### config.mk
export PLATFORM = sky130hd
export DESIGN_NAME = shift_arbiter
export DESIGN_NICKNAME = d
export VERILOG_FILES = /design/src/rtl/shift_arbiter_pkg.sv /design/src/rtl/shift_tag_pipe.sv /design/src/rtl/shift_arbiter.sv
export SDC_FILE = /design/constraint.sdc
export NUM_CORES = 1
export LEC_CHECK = 0
export CAP_MARGIN = 30
export CORE_MARGIN = 2
export CORE_UTILIZATION = 23
export DETAILED_ROUTE_END_ITERATION = 10
export PLACE_DENSITY = 0.82
export SETUP_SLACK_MARGIN = 0.1
export SYNTH_ARGS = -nofsm -noshare
export SYNTH_HDL_FRONTEND = slang
export SYNTH_SLANG_ARGS = --single-unit
### constraint.sdc
create_clock -name clk -period 1.9 [get_ports clk]
set_input_delay 0.38 -clock clk [delete_from_list [all_inputs] [get_ports clk]]
set_output_delay 0.38 -clock clk [all_outputs]
set_load 0.01 [all_outputs]
### src/rtl/shift_arbiter_pkg.sv
// Shared constants and types for the two-requester barrel-shifter arbiter.
package shift_arbiter_pkg;

  localparam int WIDTH   = 32;                  // shifter data width
  localparam int SHW     = 5;                   // shift-amount width
  localparam int LATENCY = 7;                   // shifter stages, capture to registered output
  localparam int CNTW    = $clog2(LATENCY + 1); // wide enough to hold 0..LATENCY

  // Requester identifier: 0 or 1.
  typedef logic req_id_t;

  // One entry of the result-routing delay line.
  typedef struct packed {
    logic    vld;
    req_id_t id;
  } tag_t;

endpackage

### src/rtl/shift_tag_pipe.sv
// LATENCY-deep delay line of {vld, id} that tracks each op through the
// external shifter, so the result can be steered back to its requester.
module shift_tag_pipe
  import shift_arbiter_pkg::*;
(
  input  logic    clk,
  input  logic    reset,      // asynchronous, active-low
  input  logic    in_vld,
  input  req_id_t in_id,
  output logic    out_vld,
  output req_id_t out_id
);

  tag_t stage_reg [LATENCY];
  tag_t stage_next [LATENCY];

  // Each stage loads from its predecessor; stage 0 loads the op issued this cycle.
  generate
    for (genvar gi = 0; gi < LATENCY; gi++) begin : g_stage
      if (gi == 0) begin : g_head
        assign stage_next[gi] = '{vld: in_vld, id: in_id};
      end else begin : g_body
        assign stage_next[gi] = stage_reg[gi-1];
      end
    end
  endgenerate

  // Shift every cycle; reset throws away every op still in flight.
  always_ff @(posedge clk or negedge reset) begin
    if (!reset) begin
      for (int i = 0; i < LATENCY; i++) begin
        stage_reg[i] <= '0;
      end
    end else begin
      for (int i = 0; i < LATENCY; i++) begin
        stage_reg[i] <= stage_next[i];
      end
    end
  end

  assign out_vld = stage_reg[LATENCY-1].vld;
  assign out_id  = stage_reg[LATENCY-1].id;

endmodule

### src/rtl/shift_arbiter.sv
// Shares one pipelined barrel shifter between two requesters: round-robin
// grant, one issue per cycle, results routed back through a matching tag pipe.
module shift_arbiter
  import shift_arbiter_pkg::*;
(
  input  logic             clk,
  input  logic             reset,       // asynchronous, active-low
  // requester 0
  input  logic             req0_valid,
  input  logic [WIDTH-1:0] req0_data,
  input  logic [SHW-1:0]   req0_amt,
  input  logic             req0_right,
  output logic             req0_ready,
  // requester 1
  input  logic             req1_valid,
  input  logic [WIDTH-1:0] req1_data,
  input  logic [SHW-1:0]   req1_amt,
  input  logic             req1_right,
  output logic             req1_ready,
  // results
  output logic             res0_valid,
  output logic             res1_valid,
  output logic [WIDTH-1:0] res_data,
  // quiesce control
  input  logic             drain,
  output logic             idle,
  output logic [CNTW-1:0]  inflight,
  // external shifter
  output logic [WIDTH-1:0] sh_I,
  output logic [SHW-1:0]   sh_S,
  output logic             sh_R,
  output logic             sh_rst,
  input  logic [WIDTH-1:0] sh_O
);

  logic            ptr_reg, ptr_next;   // requester favoured when both are valid
  logic            grant0, grant1, grant;
  req_id_t         grant_id;
  logic [CNTW-1:0] inflight_reg, inflight_next;
  logic            res_vld;
  req_id_t         res_id;

  // Round-robin grant; reset is folded in so ready drops the moment reset asserts.
  always_comb begin
    grant0   = 1'b0;
    grant1   = 1'b0;
    if (reset && !drain) begin
      grant0 = req0_valid && (!req1_valid || (ptr_reg == 1'b0));
      grant1 = req1_valid && (!req0_valid || (ptr_reg == 1'b1));
    end
    grant    = grant0 | grant1;
    grant_id = grant1;
  end

  // Pointer flips to the other requester after any grant, holds otherwise.
  always_comb begin
    ptr_next = ptr_reg;
    if (grant0) begin
      ptr_next = 1'b1;
    end else if (grant1) begin
      ptr_next = 1'b0;
    end
  end

  // Round-robin pointer register.
  always_ff @(posedge clk or negedge reset) begin
    if (!reset) begin
      ptr_reg <= 1'b0;
    end else begin
      ptr_reg <= ptr_next;
    end
  end

  // Granted op goes straight to the shifter inputs; zero when nothing issues.
  always_comb begin
    sh_I = '0;
    sh_S = '0;
    sh_R = 1'b0;
    if (grant0) begin
      sh_I = req0_data;
      sh_S = req0_amt;
      sh_R = req0_right;
    end else if (grant1) begin
      sh_I = req1_data;
      sh_S = req1_amt;
      sh_R = req1_right;
    end
  end

  assign req0_ready = grant0;
  assign req1_ready = grant1;
  assign sh_rst     = ~reset;

  shift_tag_pipe u_tag_pipe (
    .clk     (clk),
    .reset   (reset),
    .in_vld  (grant),
    .in_id   (grant_id),
    .out_vld (res_vld),
    .out_id  (res_id)
  );

  assign res0_valid = res_vld & (res_id == 1'b0);
  assign res1_valid = res_vld & (res_id == 1'b1);
  assign res_data   = sh_O;

  // Issue adds one, a returning result removes one; both together cancel.
  always_comb begin
    inflight_next = inflight_reg;
    if (grant && !res_vld) begin
      inflight_next = inflight_reg + 1'b1;
    end else if (!grant && res_vld) begin
      inflight_next = inflight_reg - 1'b1;
    end
  end

  // In-flight op counter.
  always_ff @(posedge clk or negedge reset) begin
    if (!reset) begin
      inflight_reg <= '0;
    end else begin
      inflight_reg <= inflight_next;
    end
  end

  assign inflight = inflight_reg;
  assign idle     = (inflight_reg == '0) && !grant;

endmodule

==> impl_metrics.tcl <==
set metrics [dict create \
    grt_pass1_wl_um 7886 \
    clock-root-buffer "clkbuf_8" \
    r2r-end "inflight[2]" \
    hp-class "in -> async" \
    timing.fmax_mhz 527.2 \
    worst_pin_slew_ns 0.2359 \
    cp_cell_sequence "buf_6 -> nand3b_1 -> a21oi_4 -> buf_6 -> buf_6 -> buf_16 -> a22o_1 -> buf_2" \
    finish.utilization_pct 50.66 \
    clk-insertion-delay-late_ns 0.24 \
    drt-total-wl_um 5158 \
    vias_per_cell 4.506 \
    cts_buffers 3 \
    max_stage_delay_ns 0.20 \
    crit_type "in -> out" \
    globalplace.congestion 0.6754 \
    avgSynthCellArea_sq_um 10.48 \
    setup_viol 0 \
    startpoint_type "primary input" \
    fin_crit_sh_pct 99.84 \
    dieHeight_um 77.31 \
    period_needed_ns 1.897 \
    worst_slack_ns 0.003082 \
    wl_per_cell_um 16.75 \
    area_growth_syn_to_layout_pct 110.6 \
    drive_gt1_share_pct 37.82 \
    rsz0062_at_grt "true" \
    largest_reg_flops 12 \
    power_mw 1.372 \
    slowest_stage "nand3b_1" \
    grt_pass1_vias 1476 \
    cts_tree "built" \
    syn_area_sq_um 1236 \
    critPathMostFrequentCell "buf_6" \
    synthTopCellsByArea "dfrtp_1 36%, a22o_1 27%, buf_4 21%, buf_6 1.8%, buf_2 1.6%" \
    fin_hold_ws_ns 0.09682 \
    critical_path.endpoint_type "output port" \
    leakage_nw 1.220 \
    grt_max_degree 15 \
    r2r_start "u_tag_pipe.out_vld" \
    synthCells 118 \
    fin_worst_skew_ns 0.001929 \
    synth.distinct_cells 19 \
    drtAntennaViolNets 0 \
    place.port_buffers 127 \
    clockBufferDepth 2 \
    start_util_pct 24.05 \
    die_w_um 77.31 \
    drc 0 \
    rrSetupSlack_ns 0.37 \
    relSlewSlack_pct 84.15 \
    first_iter_violations 29 \
    grt_usage_pct 16.75 \
    globalRoute.totalOverflow 0 \
    core_sq_um 5140 \
    place_ws_ns -0.8362 \
    crit_arrival_ns 1.52 \
    ys_warn_count 0 \
    h-tree-depth 1 \
    io_pins 192 \
    power_density_nw_per_um2 526.9 \
    dr.pass1.iters 4 \
    ir_drop_mv 0.2423 \
    worstPathMaxFanout 5 \
    die_area_sq_um 5977 \
    netlist.area_leader.share_pct 36.44 \
    reg2reg_depth 7 \
    ys_seq_area_share_pct 36.44 \
    maxSlewViolCount 0 \
    cts.sinks 18 \
    antenna_found_initial 0 \
    status "complete, no violations" \
    antennaDiodeCount 0 \
    hold_viol 0 \
    num_rows 26 \
    required_ns 1.52 \
    path_clk_slew_ns 0.06 \
    vias 1388 \
    dp.final_hpwl_um 3916 \
    ys_seq_elements 18 \
    yosysTopAreaCell "dfrtp_1" \
    maxCapViolations 0 \
    final_nets 355 \
    syn_nets 233 \
]
## cells in the final DEF (no fill, tap or decap), types with 2 or more instances in the layout
| cell | count |
|---|---|
| nor2_1 | 2 |
| buf_12 | 4 |
| dfrtp_1 | 17 |
| buf_2 | 40 |
| nand3b_1 | 2 |
| clkbuf_8 | 3 |
| buf_4 | 11 |
| a21oi_4 | 2 |
| buf_16 | 4 |
| xor2_1 | 2 |
| a22o_1 | 38 |
| inv_2 | 3 |
| clkdlybuf4s50_1 | 82 |
| clkdlybuf4s15_2 | 3 |
| buf_6 | 12 |
## stage by stage
| step | setup TNS (ns) | cell area, sq um | cells |
|---|---|---|---|
| after floorplan | 0 | 1241 | 118 |
| after global placement | -28.56 | 2437 | 286 |
| after detailed placement | -28.80 | 2437 | 286 |
| after CTS | -0.1089 | 2615 | 309 |
| after global routing | -0.5207 | 2604 | 308 |
| final | 0 | 2604 | 308 |
## critical path: cells and delay by family
family	cells	cell delay, ns
buf+inv	5	0.60
simple gates	1	0.20
compound gates	2	0.33
## cell type report
| type | instances | area, sq um |
|---|---|---|
| clock buffer | 3 | 41.29 |
| fill | 515 | 2536 |
| tap | 70 | 87.58 |
| timing repair buffer | 157 | 1495 |
| inverter | 4 | 15.01 |
| sequential | 18 | 451.7 |
| multi-input combinational | 56 | 513.0 |
## cells in the mapped netlist (all sizes together)
| library cell | number |
|---|---|
| a22o | 38 |
| o21ai | 1 |
| xnor2 | 1 |
| nor3 | 1 |
| nor2 | 3 |
| xor2 | 2 |
| a21oi | 2 |
| buf | 40 |
| mux2 | 1 |
| nor4 | 1 |
| ha | 1 |
| inv | 4 |
| and2 | 1 |
| fa | 1 |
| nand3b | 2 |
| dfrtp | 18 |
| nand2 | 1 |
## how the worst max path moves through the flow
stage             from     endpoint  slack, ns  depth (start not counted)
2_1_floorplan    reset  inflight[2]       0.16                          8
3_3_place_gp     reset  inflight[2]      -0.77                         10
3_5_place_dp     reset  inflight[2]      -0.84                         10
4_1_cts        ptr_reg      sh_I[0]      -0.04                          6
5_1_grt        ptr_reg      sh_I[0]      -0.07                          6
6_report         drain      sh_I[0]      0.003                          8
## report_power, final
group | leakage, nW | switching, mW | internal (mW)
sequential | 0.233 | 0.0648 | 0.438
combinational | 0.965 | 0.218 | 0.401
clock | 0.0216 | 0.110 | 0.140
## logic make-up after synthesis
family | count (synthesis) | share of synthesized area (%)
adders and majority gates | 2 | 2.631
xor gates and xnor gates | 3 | 2.126
muxes | 1 | 0.9109
buffers and inverters | 44 | 25.30
and+or+nand+nor | 9 | 3.846
DFF | 18 | 36.44
AOI/OAI and AO/OA | 41 | 28.74
## what timing repair did
| action | 4_1_cts | 5_1_grt |
|---|---|---|
| buffers inserted | 13 | 0 |
| hold buffers | 0 | 0 |
| cloned | 7 | 0 |
| gates resized for setup | 201 | 3 |
| hold endpoints to repair | 0 | 0 |
| pin swaps | 27 | 14 |
| setup endpoints to repair | 45 | 39 |
## per-layer routing
metal | part of all wire (%) | GRT usage (%) | vias to the layer above | routed length, um
met4 | 0.74 | 2.321 | 0 | 38
met5 | 0 | 0 | - | 0
met2 | 50 | 29.65 | 115 | 2592
met3 | 9.9 | 5.647 | 4 | 513
met1 | 39 | 20.04 | 629 | 2014
li1 | - | - | 640 | -
Power figures use the tool's default switching activity.
